--- src/rtl/hex_calc_pkg.sv ---
// Shared codes for the hex calculator: operator/data-type encodings,
// ALU FSM states and the default operand width.
package hex_calc_pkg;

  localparam int DATA_W_DEF = 16;

  localparam logic [4:0] OP_ADD = 5'd1;
  localparam logic [4:0] OP_SUB = 5'd2;
  localparam logic [4:0] OP_MUL = 5'd3;
  localparam logic [4:0] OP_DIV = 5'd4;

  localparam logic [3:0] TYPE_SIGNED   = 4'd1;
  localparam logic [3:0] TYPE_UNSIGNED = 4'd2;

  typedef enum logic [2:0] {
    IDLE    = 3'd0,
    EXEC    = 3'd1,
    DIV_RUN = 3'd2,
    DIV_FIX = 3'd3,
    DONE    = 3'd4
  } alu_state_t;

endpackage

--- src/rtl/hex_alu_div.sv ---
// Unsigned iterative restoring divider: one quotient bit per cycle,
// DATA_W cycles after start; done flags the cycle of the final step.
module hex_alu_div #(
  parameter int DATA_W = 16
) (
  input  logic              clk,
  input  logic              n_rst,
  input  logic              start,
  input  logic [DATA_W-1:0] dividend,
  input  logic [DATA_W-1:0] divisor,
  output logic              done,
  output logic [DATA_W-1:0] quotient,
  output logic [DATA_W-1:0] remainder
);

  localparam int CW = $clog2(DATA_W);

  logic              run;
  logic [CW-1:0]     cnt;
  logic [DATA_W-1:0] dvs;
  logic [DATA_W:0]   trial;
  logic [DATA_W:0]   diff;

  // quotient doubles as the dividend shift register
  always_comb begin
    trial = {remainder, quotient[DATA_W-1]};
    diff  = trial - {1'b0, dvs};
  end

  assign done = run && (cnt == CW'(DATA_W-1));

  always_ff @(posedge clk or negedge n_rst) begin
    if (!n_rst) begin
      run       <= 1'b0;
      cnt       <= '0;
      dvs       <= '0;
      quotient  <= '0;
      remainder <= '0;
    end else if (start) begin
      run       <= 1'b1;
      cnt       <= '0;
      dvs       <= divisor;
      quotient  <= dividend;
      remainder <= '0;
    end else if (run) begin
      remainder <= diff[DATA_W] ? trial[DATA_W-1:0] : diff[DATA_W-1:0];
      quotient  <= {quotient[DATA_W-2:0], ~diff[DATA_W]};
      cnt       <= cnt + 1'b1;
      if (done) run <= 1'b0;
    end
  end

endmodule

--- src/rtl/hex_alu.sv ---
// Hex calculator execution stage: add/sub/mul/div, signed or unsigned.
// Define HEX_ALU_SEQ_MUL_EN for a shift-add multiplier sharing DIV_RUN/DIV_FIX.
module hex_alu
  import hex_calc_pkg::*;
#(
  parameter int DATA_W = DATA_W_DEF
) (
  input  logic                clk,
  input  logic                n_rst,
  input  logic                parser_done,
  input  logic [4:0]          operator,
  input  logic [3:0]          data_type,
  input  logic [DATA_W-1:0]   src1,
  input  logic [DATA_W-1:0]   src2,
  output logic                busy,
  output logic                calc_done,
  output logic [2*DATA_W-1:0] result,
  output logic [DATA_W-1:0]   remainder,
  output logic                div_by_zero,
  output logic                op_err
);

  localparam int RW = 2*DATA_W;

  alu_state_t        state;
  logic [4:0]        op_q;
  logic              sgn_q;
  logic [DATA_W-1:0] a_q, b_q;

  logic              a_neg, b_neg;
  logic [RW-1:0]     a_ext, b_ext;
  logic [DATA_W-1:0] a_mag, b_mag;
  logic [RW-1:0]     q_fix;
  logic [DATA_W-1:0] r_fix;

  logic              div_start, div_done;
  logic [DATA_W-1:0] div_q, div_r;

  always_comb begin
    a_neg = sgn_q & a_q[DATA_W-1];
    b_neg = sgn_q & b_q[DATA_W-1];
    a_ext = {{DATA_W{a_neg}}, a_q};
    b_ext = {{DATA_W{b_neg}}, b_q};
    a_mag = a_neg ? (DATA_W'(0) - a_q) : a_q;
    b_mag = b_neg ? (DATA_W'(0) - b_q) : b_q;
    // truncate toward zero: quotient sign from both, remainder from dividend
    q_fix = (a_neg ^ b_neg) ? (RW'(0) - {{DATA_W{1'b0}}, div_q}) : {{DATA_W{1'b0}}, div_q};
    r_fix = a_neg ? (DATA_W'(0) - div_r) : div_r;
  end

  assign div_start = (state == EXEC) && (op_q == OP_DIV) && (b_q != '0);

  hex_alu_div #(.DATA_W(DATA_W)) u_div (
    .clk       (clk),
    .n_rst     (n_rst),
    .start     (div_start),
    .dividend  (a_mag),
    .divisor   (b_mag),
    .done      (div_done),
    .quotient  (div_q),
    .remainder (div_r)
  );

`ifdef HEX_ALU_SEQ_MUL_EN
  localparam int CW = $clog2(DATA_W);
  logic              mul_mode;
  logic [RW-1:0]     mcand, prod;
  logic [DATA_W-1:0] mplier;
  logic [CW-1:0]     mcnt;
`endif

  always_ff @(posedge clk or negedge n_rst) begin
    if (!n_rst) begin
      state       <= IDLE;
      op_q        <= '0;
      sgn_q       <= 1'b0;
      a_q         <= '0;
      b_q         <= '0;
      busy        <= 1'b0;
      calc_done   <= 1'b0;
      result      <= '0;
      remainder   <= '0;
      div_by_zero <= 1'b0;
      op_err      <= 1'b0;
`ifdef HEX_ALU_SEQ_MUL_EN
      mul_mode    <= 1'b0;
      mcand       <= '0;
      prod        <= '0;
      mplier      <= '0;
      mcnt        <= '0;
`endif
    end else begin
      case (state)
        IDLE: begin
          calc_done <= 1'b0;
          if (parser_done) begin
            op_q        <= operator;
            sgn_q       <= (data_type == TYPE_SIGNED);
            a_q         <= src1;
            b_q         <= src2;
            busy        <= 1'b1;
            div_by_zero <= 1'b0;
            op_err      <= 1'b0;
            state       <= EXEC;
          end
        end
        EXEC: begin
          state     <= DONE;
          remainder <= '0;
          case (op_q)
            OP_ADD: result <= a_ext + b_ext;
            OP_SUB: result <= a_ext - b_ext;
`ifdef HEX_ALU_SEQ_MUL_EN
            OP_MUL: begin
              mul_mode <= 1'b1;
              mcand    <= RW'(a_mag);
              mplier   <= b_mag;
              prod     <= '0;
              mcnt     <= '0;
              state    <= DIV_RUN;
            end
`else
            OP_MUL: result <= a_ext * b_ext;
`endif
            OP_DIV: begin
              if (b_q == '0) begin
                result      <= '0;
                remainder   <= a_q;
                div_by_zero <= 1'b1;
              end else begin
`ifdef HEX_ALU_SEQ_MUL_EN
                mul_mode <= 1'b0;
`endif
                state <= DIV_RUN;
              end
            end
            default: begin
              result <= '0;
              op_err <= 1'b1;
            end
          endcase
        end
        DIV_RUN: begin
`ifdef HEX_ALU_SEQ_MUL_EN
          if (mul_mode) begin
            prod   <= prod + (mplier[0] ? mcand : RW'(0));
            mcand  <= mcand << 1;
            mplier <= mplier >> 1;
            mcnt   <= mcnt + 1'b1;
            if (mcnt == CW'(DATA_W-1)) state <= DIV_FIX;
          end else if (div_done) state <= DIV_FIX;
`else
          if (div_done) state <= DIV_FIX;
`endif
        end
        DIV_FIX: begin
          state <= DONE;
`ifdef HEX_ALU_SEQ_MUL_EN
          if (mul_mode) begin
            result    <= (a_neg ^ b_neg) ? (RW'(0) - prod) : prod;
            remainder <= '0;
          end else begin
            result    <= q_fix;
            remainder <= r_fix;
          end
`else
          result    <= q_fix;
          remainder <= r_fix;
`endif
        end
        DONE: begin
          calc_done <= 1'b1;
          busy      <= 1'b0;
          state     <= IDLE;
        end
        default: state <= IDLE;
      endcase
    end
  end

endmodule

--- config.mk ---
export PLATFORM = sky130hd
export DESIGN_NAME = hex_alu
export DESIGN_NICKNAME = d
export VERILOG_FILES = /design/src/rtl/hex_calc_pkg.sv /design/src/rtl/hex_alu_div.sv /design/src/rtl/hex_alu.sv
export SDC_FILE = /design/constraint.sdc
export NUM_CORES = 1
export LEC_CHECK = 0
export BUFFER_PORTS_ARGS = -buffer_cell sky130_fd_sc_hd__buf_2
export CORE_ASPECT_RATIO = 1.4
export CORE_MARGIN = 2
export CORE_UTILIZATION = 31
export DETAILED_ROUTE_END_ITERATION = 6
export SYNTH_ARGS = -nofsm -noshare
export SYNTH_HDL_FRONTEND = slang
export SYNTH_HIERARCHICAL = 1
export SYNTH_SLANG_ARGS = --single-unit
--- constraint.sdc ---
create_clock -name clk -period 6.6 [get_ports clk]
set_input_delay 1.32 -clock clk [delete_from_list [all_inputs] [get_ports clk]]
set_output_delay 1.32 -clock clk [all_outputs]
set_load 0.01 [all_outputs]
# == Word level (Yosys, flattened, before mapping) ==
# Cells that the tools add are included.
# word_totals
regBits,146
in_bits,44
output_inout_bits,52
elab_cells,96
# classes
n_addsub,8
mul,1
eq_ne,16
mux,34
n_bitwise,4
n_reduce_logical,17
# ops
operator,count
16-bit 2-to-1 mux,10
32-bit case mux with 4 select lines,1
32-bit 2-to-1 mux,2
32-bit case mux with 2 select lines,1
"1-bit by 16-bit subtractor with 16-bit output, first input constant",3
17-bit by 17-bit multiplier with 32-bit output,1
16-bit case mux with 2 select lines,1
17-bit by 17-bit adder with 18-bit output,1
17-bit by 17-bit subtractor with 18-bit output,1
"1-bit by 16-bit subtractor with 17-bit output, first input constant",1
17-bit by 16-bit subtractor with 17-bit output,1
16-bit logical NOT,1
16-bit nonzero test,1
3-bit 2-to-1 mux,4
3-bit case mux with 4 select lines,1
"5-bit by 2-bit equality test with 1-bit output, second input constant",2
1-bit 2-to-1 mux,8
4-bit 2-to-1 mux,2
1-bit case mux with 2 select lines,4
2-bit AND reduction,4
2-bit nonzero test,4
"3-bit by 2-bit equality test with 1-bit output, second input constant",2
"2-bit != test, second input constant",3
"5-bit by 1-bit equality test with 1-bit output, second input constant",1
16 further kinds,20

# == Depth between registers and ports, before layout ==
# Gate-level depths: netlist of the first run.
# logic_depth
ltp_word,5
depth_mapped,27
ltp_nobuf,25

# == Cells and area by module ==
# Netlist of the first run, hierarchy kept.
# by_module_without_submodules
module,n_inst,cells_each,area_per_inst_um2,seq_area_each_um2
hex_alu,1,2015,17453.0,2327.2
hex_alu_div,1,362,3298.2,1326.3

# == Worst setup path after synthesis of the first run ==
# Ideal clock, no wire load.
# synth_timing
kind,reg2reg
startpoint,reg sgn_q
endpoint,reg result[31]
t_arrival_ps,6400
t_required_ps,6467
setup_slack_ps,67
path_stages_with_launch,26
n_path_buf,2
synth_period_minus_slack_ps,6533
cell_sequence,dfrtp_1 > nand2_1 > inv_1 > clkbuf_1 > buf_1 > nand2_1 > inv_1 > fa_1 > fa_1 > inv_1 > fa_1 > inv_1 > fa_1 > fa_1 > inv_1 > fa_1 > inv_1 > ha_1 > nand2_1 > o21a_1 > a221oi_1 > a21boi_1 > a31oi_1 > a211oi_1 > mux2i_1 > nand3_1
# synth_via
elab_chain_cells,4
word_cells_on_any_way,9
classes_between,2 x add/sub; 1 x mul; 3 x mux; 3 x bitwise
# synth_rtl
element,line_no,rtl
start: declaration,hex_alu.sv:27,logic sgn_q;
start signal: assignment,hex_alu.sv:98,sgn_q <= (data_type == TYPE_SIGNED);
"1-bit AND, on equally long branches","hex_alu.sv:40, hex_alu.sv:41",
17-bit by 17-bit multiplier with 32-bit output (tied with other cells),hex_alu.sv:123,OP_MUL: result <= a_ext * b_ext;
32-bit case mux with 4 select lines or 32-bit 2-to-1 mux (tied branches),"hex_alu.sv:110, hex_alu.sv:47",
32-bit case mux with 2 select lines (*),hex_alu.sv:93,case (state)
end signal: assignment,hex_alu.sv:111,OP_ADD: result <= a_ext + b_ext;
end signal: assignment,hex_alu.sv:112,OP_SUB: result <= a_ext - b_ext;
end signal: assignment,hex_alu.sv:123,
end: declaration,hex_alu.sv:17,"output logic [2*DATA_W-1:0] result,"
# Mark *: on every way between the ends. The rest lies on a longest branch, timed or not.
# A chain may end at the register's enable or synchronous reset.

# == Final worst setup path of the first run ==
# layout_timing
startpoint,reg b_q[10]
endpoint,reg result[28]
# layout_via
elab_chain_cells,3
word_cells_on_any_way,8
classes_between,2 x add/sub; 1 x mul; 1 x eq/ne; 2 x mux; 2 x reduce/logical
# layout_rtl
element,line_no,rtl
start: declaration,hex_alu.sv:28,"logic [DATA_W-1:0] a_q, b_q;"
start signal: assignment,hex_alu.sv:100,b_q <= src2;
17-bit by 17-bit multiplier with 32-bit output (tied with other cells),hex_alu.sv:123,
32-bit case mux with 4 select lines or 3-bit by 2-bit != test with 1-bit output (tied branches),--,
32-bit case mux with 2 select lines or 2-bit AND reduction (tied branches),--,
# Several ways; a longest one is shown, not always the timed one.

==> flow_summary.toml, run 1 <==
[clock_network]
clock-sinks = 146
cts_tree = "done"
cts_made_buffers = 17
clockRootBuffer = "clkbuf_16"
cts_resized = 0
clk_latency_ns = 0.47
cts_hold_buf = 0
post-cts-setup-buffer-count = 0
path_clk_slew_ns = 0.07
cts_max_level = 4
clockBufferDepth = 2

[synth]
synth-xor-area-share = 0.0511
ys_ff_latch = 146
syn_nets = 2842
synth_cell_types = 91
synthSimpleGateAreaFrac = 0.156
synth_edf_count = 0
syn_avg_cell_area_um2 = 8.73
synth_compound_area_frac = 0.144
synthesis.area_um2 = 20800
synthArstFlopShare = 1.00
synth_flop_cell = "dfrtp_1"
yosys_warnings = 6
yosysSeqAreaShare = 0.176
synth-adder-area-share = 0.357
synth.area.mux_share = 0.0223
synth_top_family_by_area = "adder cells"
synth_cells = 2377

[route]
dr.max_layer_used = "met4"
wl_met2_mm = 36.2
dr_wl_met3_mm = 3.16
totalWireLength_mm = 69.3
routedWlPerCell_um = 20.7
drc = 0
ant_nets = 0
vias = 17400
dr.pass1.iters = 7
drtIter0Drc = 1235
met1Wirelength_mm = 25.4
routed_via_density = 5.20

[sta]
setup_violations = 0
skew_ns = 0.0122
finalCritPeriodShare = 0.955
hold_viol = 0
min_period_ns = 6.30
fmax_mhz = 159
timing.setup.tns_ns = 0
maxSlewHeadroom = 0.372
worst_pin_slew_ns = 0.939
maxSlewViolCount = 0
rsz0062_at_grt = "no"
fin_hold_ws_ns = 0.463

[worst_setup_path]
path_cells = "ha_1 -> inv_1 -> fa_1 -> inv_1 -> fa_1 -> fa_1 -> fa_1 -> fa_1 -> inv_1 -> fa_1 -> inv_1 -> ha_1 -> and3_1 -> and2_1 -> a221oi_2 -> buf_4 -> nor2_1 -> o31a_1 -> o22ai_2 -> xor2_1 -> o211ai_1"
slowest_stage = "fa_1"
cp.required_ns = 6.94
path_class = "register to register"
crit_top_cell = "fa_1"
end_kind = "register"
path_max_fanout = 6
cp.arrival_ns = 6.64
rr_worst_depth = 21
critical-path-max-stage-delay_ns = 0.64
startpoint_type = "register"

[floorplan]
coreArea_um2 = 66400
fp-row-count = 112
die_w_um = 223
die-height_um = 310
dieArea_um2 = 69100
io_pins = 96
initial_core_util = 0.312

[placement]
portBuffers = 95
place_hpwl_mm = 56.0
routabilityCongestion = 0.930
place_area_um2 = 22700
dp.cells = 3318

[finish]
final_cells = 3350
mostFrequentLayoutCells = "inv_1 (372), nand2_1 (306), fa_1 (284), nor2_1 (158), ha_1 (136)"
antenna_cells = 0
layout_commonest_cell = "inv_1"
fill_cells = 6931
drive_gt1_frac = 0.131
nets = 2947
final_cell_area_um2 = 23400
areaGrowthSynthToFinish_pct = 12.7

[min_path]
min_path_cells = 2
hold_path_class = "register to register"

[global_route]
grt_pass1_wl_mm = 107
antenna_found_initial = 0
grt_pass1_vias = 18500
grt_remaining_overflow = 0
grt_max_degree = 84
track_usage = 0.206

[run]
drv_cap = 0

[status]
status = "finished clean"
## cell type report
class | count | area (µm²) | share of cell area
multi-input cells | 1720 | 15200 | 0.650
flip-flops and latches | 146 | 3670 | 0.157
inverters | 385 | 1450 | 0.0618
repair buffers | 212 | 1390 | 0.0594
well taps | 855 | 1070 | 0.0457
clock buffers | 19 | 453 | 0.0194
clock inverters | 13 | 171 | 0.00733
## layer usage
metal	track usage	vias to the layer above
li1	-	7881
met1	0.221	8787
met2	0.384	563
met3	0.0301	191
met4	0.122	0
met5	0	-
## worst max-delay path: cells and delay by family (launching register included)
family | cells | cell delay [ns]
buffers and inverters | 5 | 0.55
and+or+nand+nor | 3 | 0.45
DFF | 1 | 0.40
AOI/OAI and AO/OA | 4 | 0.86
xor gates and xnor gates | 1 | 0.17
adders and majority gates | 8 | 3.74
## cell usage after synthesis, drive strengths merged, types with 12 or more instances
library cell / number / area [µm²]
and2: 87 / 544
nand3: 24 / 120
xnor2: 78 / 691
buf: 26 / 131
xor2: 40 / 369
o31ai: 18 / 140
nor3: 31 / 160
nand2: 307 / 1150
clkbuf: 100 / 375
a211oi: 12 / 95.1
nand2b: 18 / 120
a31oi: 18 / 113
a21o: 23 / 173
inv: 374 / 1400
a221o: 12 / 120
nor2: 159 / 604
o211ai: 18 / 145
o22ai: 12 / 95.1
fa: 285 / 5710
dfrtp: 146 / 3650
a311oi: 15 / 163
a21oi: 94 / 482
o21ai: 123 / 653
mux2: 23 / 263
mux2i: 20 / 200
ha: 136 / 1700
o21a: 12 / 90.1
a221oi: 14 / 146
and3: 19 / 119
## sequential cells by signal (all words and copies together) (netlist names), 5 cells and up
name and cells:
u_div/quotient 16, u_div/dvs 16, a_q 16, op_q 5, b_q 16, result 32, u_div/remainder 16, remainder 16
## final timing paths
check | from | end | slack (ns)
setup / recovery | b_q[10]$_DFFE_PN0P_ | result[28]$_DFFE_PN0P_ | 0.30
hold / removal | remainder[8]$_DFFE_PN0P_ | remainder[8]$_DFFE_PN0P_ | 0.46
setup reg to reg | b_q[10]$_DFFE_PN0P_ | result[28]$_DFFE_PN0P_ | 0.30
hold reg to reg | remainder[8]$_DFFE_PN0P_ | remainder[8]$_DFFE_PN0P_ | 0.46
max in group asynchronous | n_rst | a_q[13]$_DFFE_PN0P_ | 4.69
min in group asynchronous | n_rst | remainder[8]$_DFFE_PN0P_ | 0.74
## cells by family (layout without fill, tap and decap cells)
family,after synthesis,in the layout
fa+ha+maj,421,421
flops,146,146
compound gates,434,434
mux,43,43
simple gates,704,704
xor+xnor,118,118
buf+inv,511,629
## per-stage QoR
stage | setup slack [ns] | util
after floorplan | 0.0667 | -
after global placement | 0.210 | 0.342
after detailed placement | 0.155 | 0.342
after CTS | 0.149 | 0.351
after global routing | 0.0199 | 0.352
final | 0.299 | 0.352
Power of run 1 is left out: the tool's default activity adds up to more than one toggle a clock period on the data nets, which glitch-free logic cannot reach.
==> inputs of run 2 (changes only) <==
ABC_AREA = 1   (was not set)
==> flow_summary.toml, run 2 <==
[synth]
synth_edf_count = 0
synth_top_area_frac = 0.262
yosys_warnings = 6
synthArstFlopShare = 1.00
yosysSeqAreaShare = 0.168
synth_area_leader_cell = "fa_1"
synth_cell_types = 52
synthTopCellsByCount = "nand2_1 (808), inv_1 (653), fa_1 (285)"
synth_cells = 3048
yosysMostFrequentCell = "nand2_1"
synthesis.area_um2 = 21800
synth_flop_cell = "dfrtp_1"
syn_nets = 3513
syn_avg_cell_area_um2 = 7.15
synth_area_leaders = "fa_1 (26%), dfrtp_1 (17%), nand2_1 (14%)"
ys_ff_latch = 146

[finish]
layout_commonest_cell = "nand2_1"
mostFrequentLayoutCells = "nand2_1 (808), inv_1 (652), fa_1 (285), nor2_1 (207), o21ai_0 (159)"
regMostFlops = "result"
nets = 3617
largest_register_ffs = 32
final_cells = 4100
drive_gt1_frac = 0.0911
areaGrowthSynthToFinish_pct = 11.7

[route]
totalWireLength_mm = 77.5
dr.pass1.iters = 6
vias = 20100
routedWlPerCell_um = 18.9
drc = 0
routed_via_density = 4.91
ant_nets = 0
drtIter0Drc = 1603

[floorplan]
die_w_um = 228
fp-row-count = 115
coreArea_um2 = 69900
initial_core_util = 0.312
die-height_um = 318
dieArea_um2 = 72500
io_pins = 96

[clock_network]
clock-sinks = 146
clockBufferDepth = 2
path_clk_slew_ns = 0.07
clk_latency_ns = 0.48
clockRootBuffer = "clkbuf_16"
cts_tree = "done"
cts_max_level = 4
cts_made_buffers = 17

[sta]
rsz0062_at_grt = "no"
skew_ns = 0.0166
finalCritPeriodShare = 0.944
fmax_mhz = 160
worst_pin_slew_ns = 1.12
timing.setup.tns_ns = 0
min_period_ns = 6.23
maxSlewViolCount = 0
hold_viol = 0
maxSlewHeadroom = 0.247
setup_violations = 0

[worst_setup_path]
end_kind = "register"
path_max_fanout = 10
reg2reg_from = "b_q[8]$_DFFE_PN0P_"
crit_start = "b_q[8]$_DFFE_PN0P_"
startpoint_type = "register"
r2r_slack_ns = 0.37
cp.arrival_ns = 6.63
r2r_end = "result[26]$_DFFE_PN0P_"
endpoint = "result[26]$_DFFE_PN0P_"
path_class = "register to register"
rr_worst_depth = 22
cp.required_ns = 7.00

[global_route]
grt_max_degree = 74
track_usage = 0.219
grt_pass1_vias = 20800
grt_pass1_wl_mm = 121
grt_remaining_overflow = 0
antenna_found_initial = 3

[run]
drv_cap = 0

[placement]
routabilityCongestion = 0.945
portBuffers = 95
dp.cells = 4069
place_hpwl_mm = 63.6

[min_path]
hold_path_class = "register to register"

[status]
status = "finished clean"
[run 2: cell count changes after synthesis, moves of 22 or more]
| cell | delta |
|---|---|
| a21oi_1 | +63 |
| and2_1 | -82 |
| clkbuf_1 | -26 |
| inv_1 | +280 |
| mux2_2 | -22 |
| nand2_1 | +502 |
| nand3_1 | +123 |
| nor2_1 | +49 |
| o21ai_0 | +43 |
| xnor2_1 | -72 |
[run 2: kinds of logic (layout without fill, tap and decap cells)]
family,Yosys count,count (layout),synth area share
XOR/XNOR,39,39,0.0157
adder cells (fa/ha/maj),421,421,0.340
AO/OA/AOI/OAI,396,396,0.100
buffers and inverters,786,901,0.140
flip-flops,146,146,0.168
AND/OR/NAND/NOR,1260,1260,0.237
other,0,1,0
[run 2: metal layers]
| layer | vias up | routed length, µm | global-route usage |
|---|---|---|---|
| met4 | 4 | 5290 | 0.134 |
| met2 | 716 | 38600 | 0.387 |
| met3 | 212 | 4540 | 0.0305 |
| li1 | 9481 | - | - |
| met1 | 9734 | 29100 | 0.249 |
| met5 | - | 27 | 0 |
[run 2: worst max-delay path, stage by stage (launching register included)]
cell	delay [ns]
dfrtp_1	0.67
inv_1	0.19
nor2_1	0.37
inv_1	0.10
fa_1	0.49
inv_1	0.06
fa_1	0.50
fa_1	0.59
fa_1	0.44
fa_1	0.52
fa_1	0.50
ha_1	0.40
nand2_1	0.14
nor2_1	0.19
inv_1	0.10
nor3_1	0.20
nand3_1	0.13
nand3_1	0.12
or2_2	0.11
nand3_1	0.06
nand2_1	0.08
nand2_1	0.05
a21oi_1	0.16
[run 2: layout make-up]
| cell class | count | area, µm² |
|---|---|---|
| Antenna cell | 1 | 2.50 |
| Clock buffer | 19 | 453 |
| Clock inverter | 11 | 108 |
| Fill cell | 7502 | 45600 |
| Inverter | 658 | 2470 |
| Multi-Input combinational cell | 2116 | 15100 |
| Sequential cell | 146 | 3660 |
| Tap cell | 936 | 1170 |
| Timing Repair Buffer | 213 | 1380 |
[run 2: worst min path at each step]
stage	slack [ns]	end	startpoint	depth (start not counted)
after floorplan	0.43	state[0]$_DFFE_PN0P_	state[0]$_DFFE_PN0P_	1
after global placement	0.45	busy$_DFFE_PN0P_	busy$_DFFE_PN0P_	2
after detailed placement	0.45	busy$_DFFE_PN0P_	busy$_DFFE_PN0P_	2
after CTS	0.47	state[0]$_DFFE_PN0P_	state[0]$_DFFE_PN0P_	1
after global routing	0.48	state[0]$_DFFE_PN0P_	state[0]$_DFFE_PN0P_	1
final	0.46	state[0]$_DFFE_PN0P_	state[0]$_DFFE_PN0P_	1
[run 2: through the flow]
| stage | util | setup WS (ns) | cell area, µm² | hold slack (ns) |
|---|---|---|---|---|
| floorplan | - | 0.464 | 21800 | 0.432 |
| global placement | 0.340 | 0.222 | 23800 | 0.451 |
| detailed placement | 0.340 | 0.227 | 23800 | 0.452 |
| CTS | 0.348 | 0.199 | 24300 | 0.467 |
| global route | 0.348 | 0.0152 | 24400 | 0.476 |
| finish | 0.348 | 0.369 | 24400 | 0.462 |
[run 2: repair_timing]
action / 4_1_cts / 5_1_grt
hold endpoints to repair: 0 / 0
resized for setup: 0 / 5
hold buffers: 0 / 0
buffers inserted: 0 / 0
setup endpoints to repair: 0 / 12
Power of run 2 is left out for the same reason.
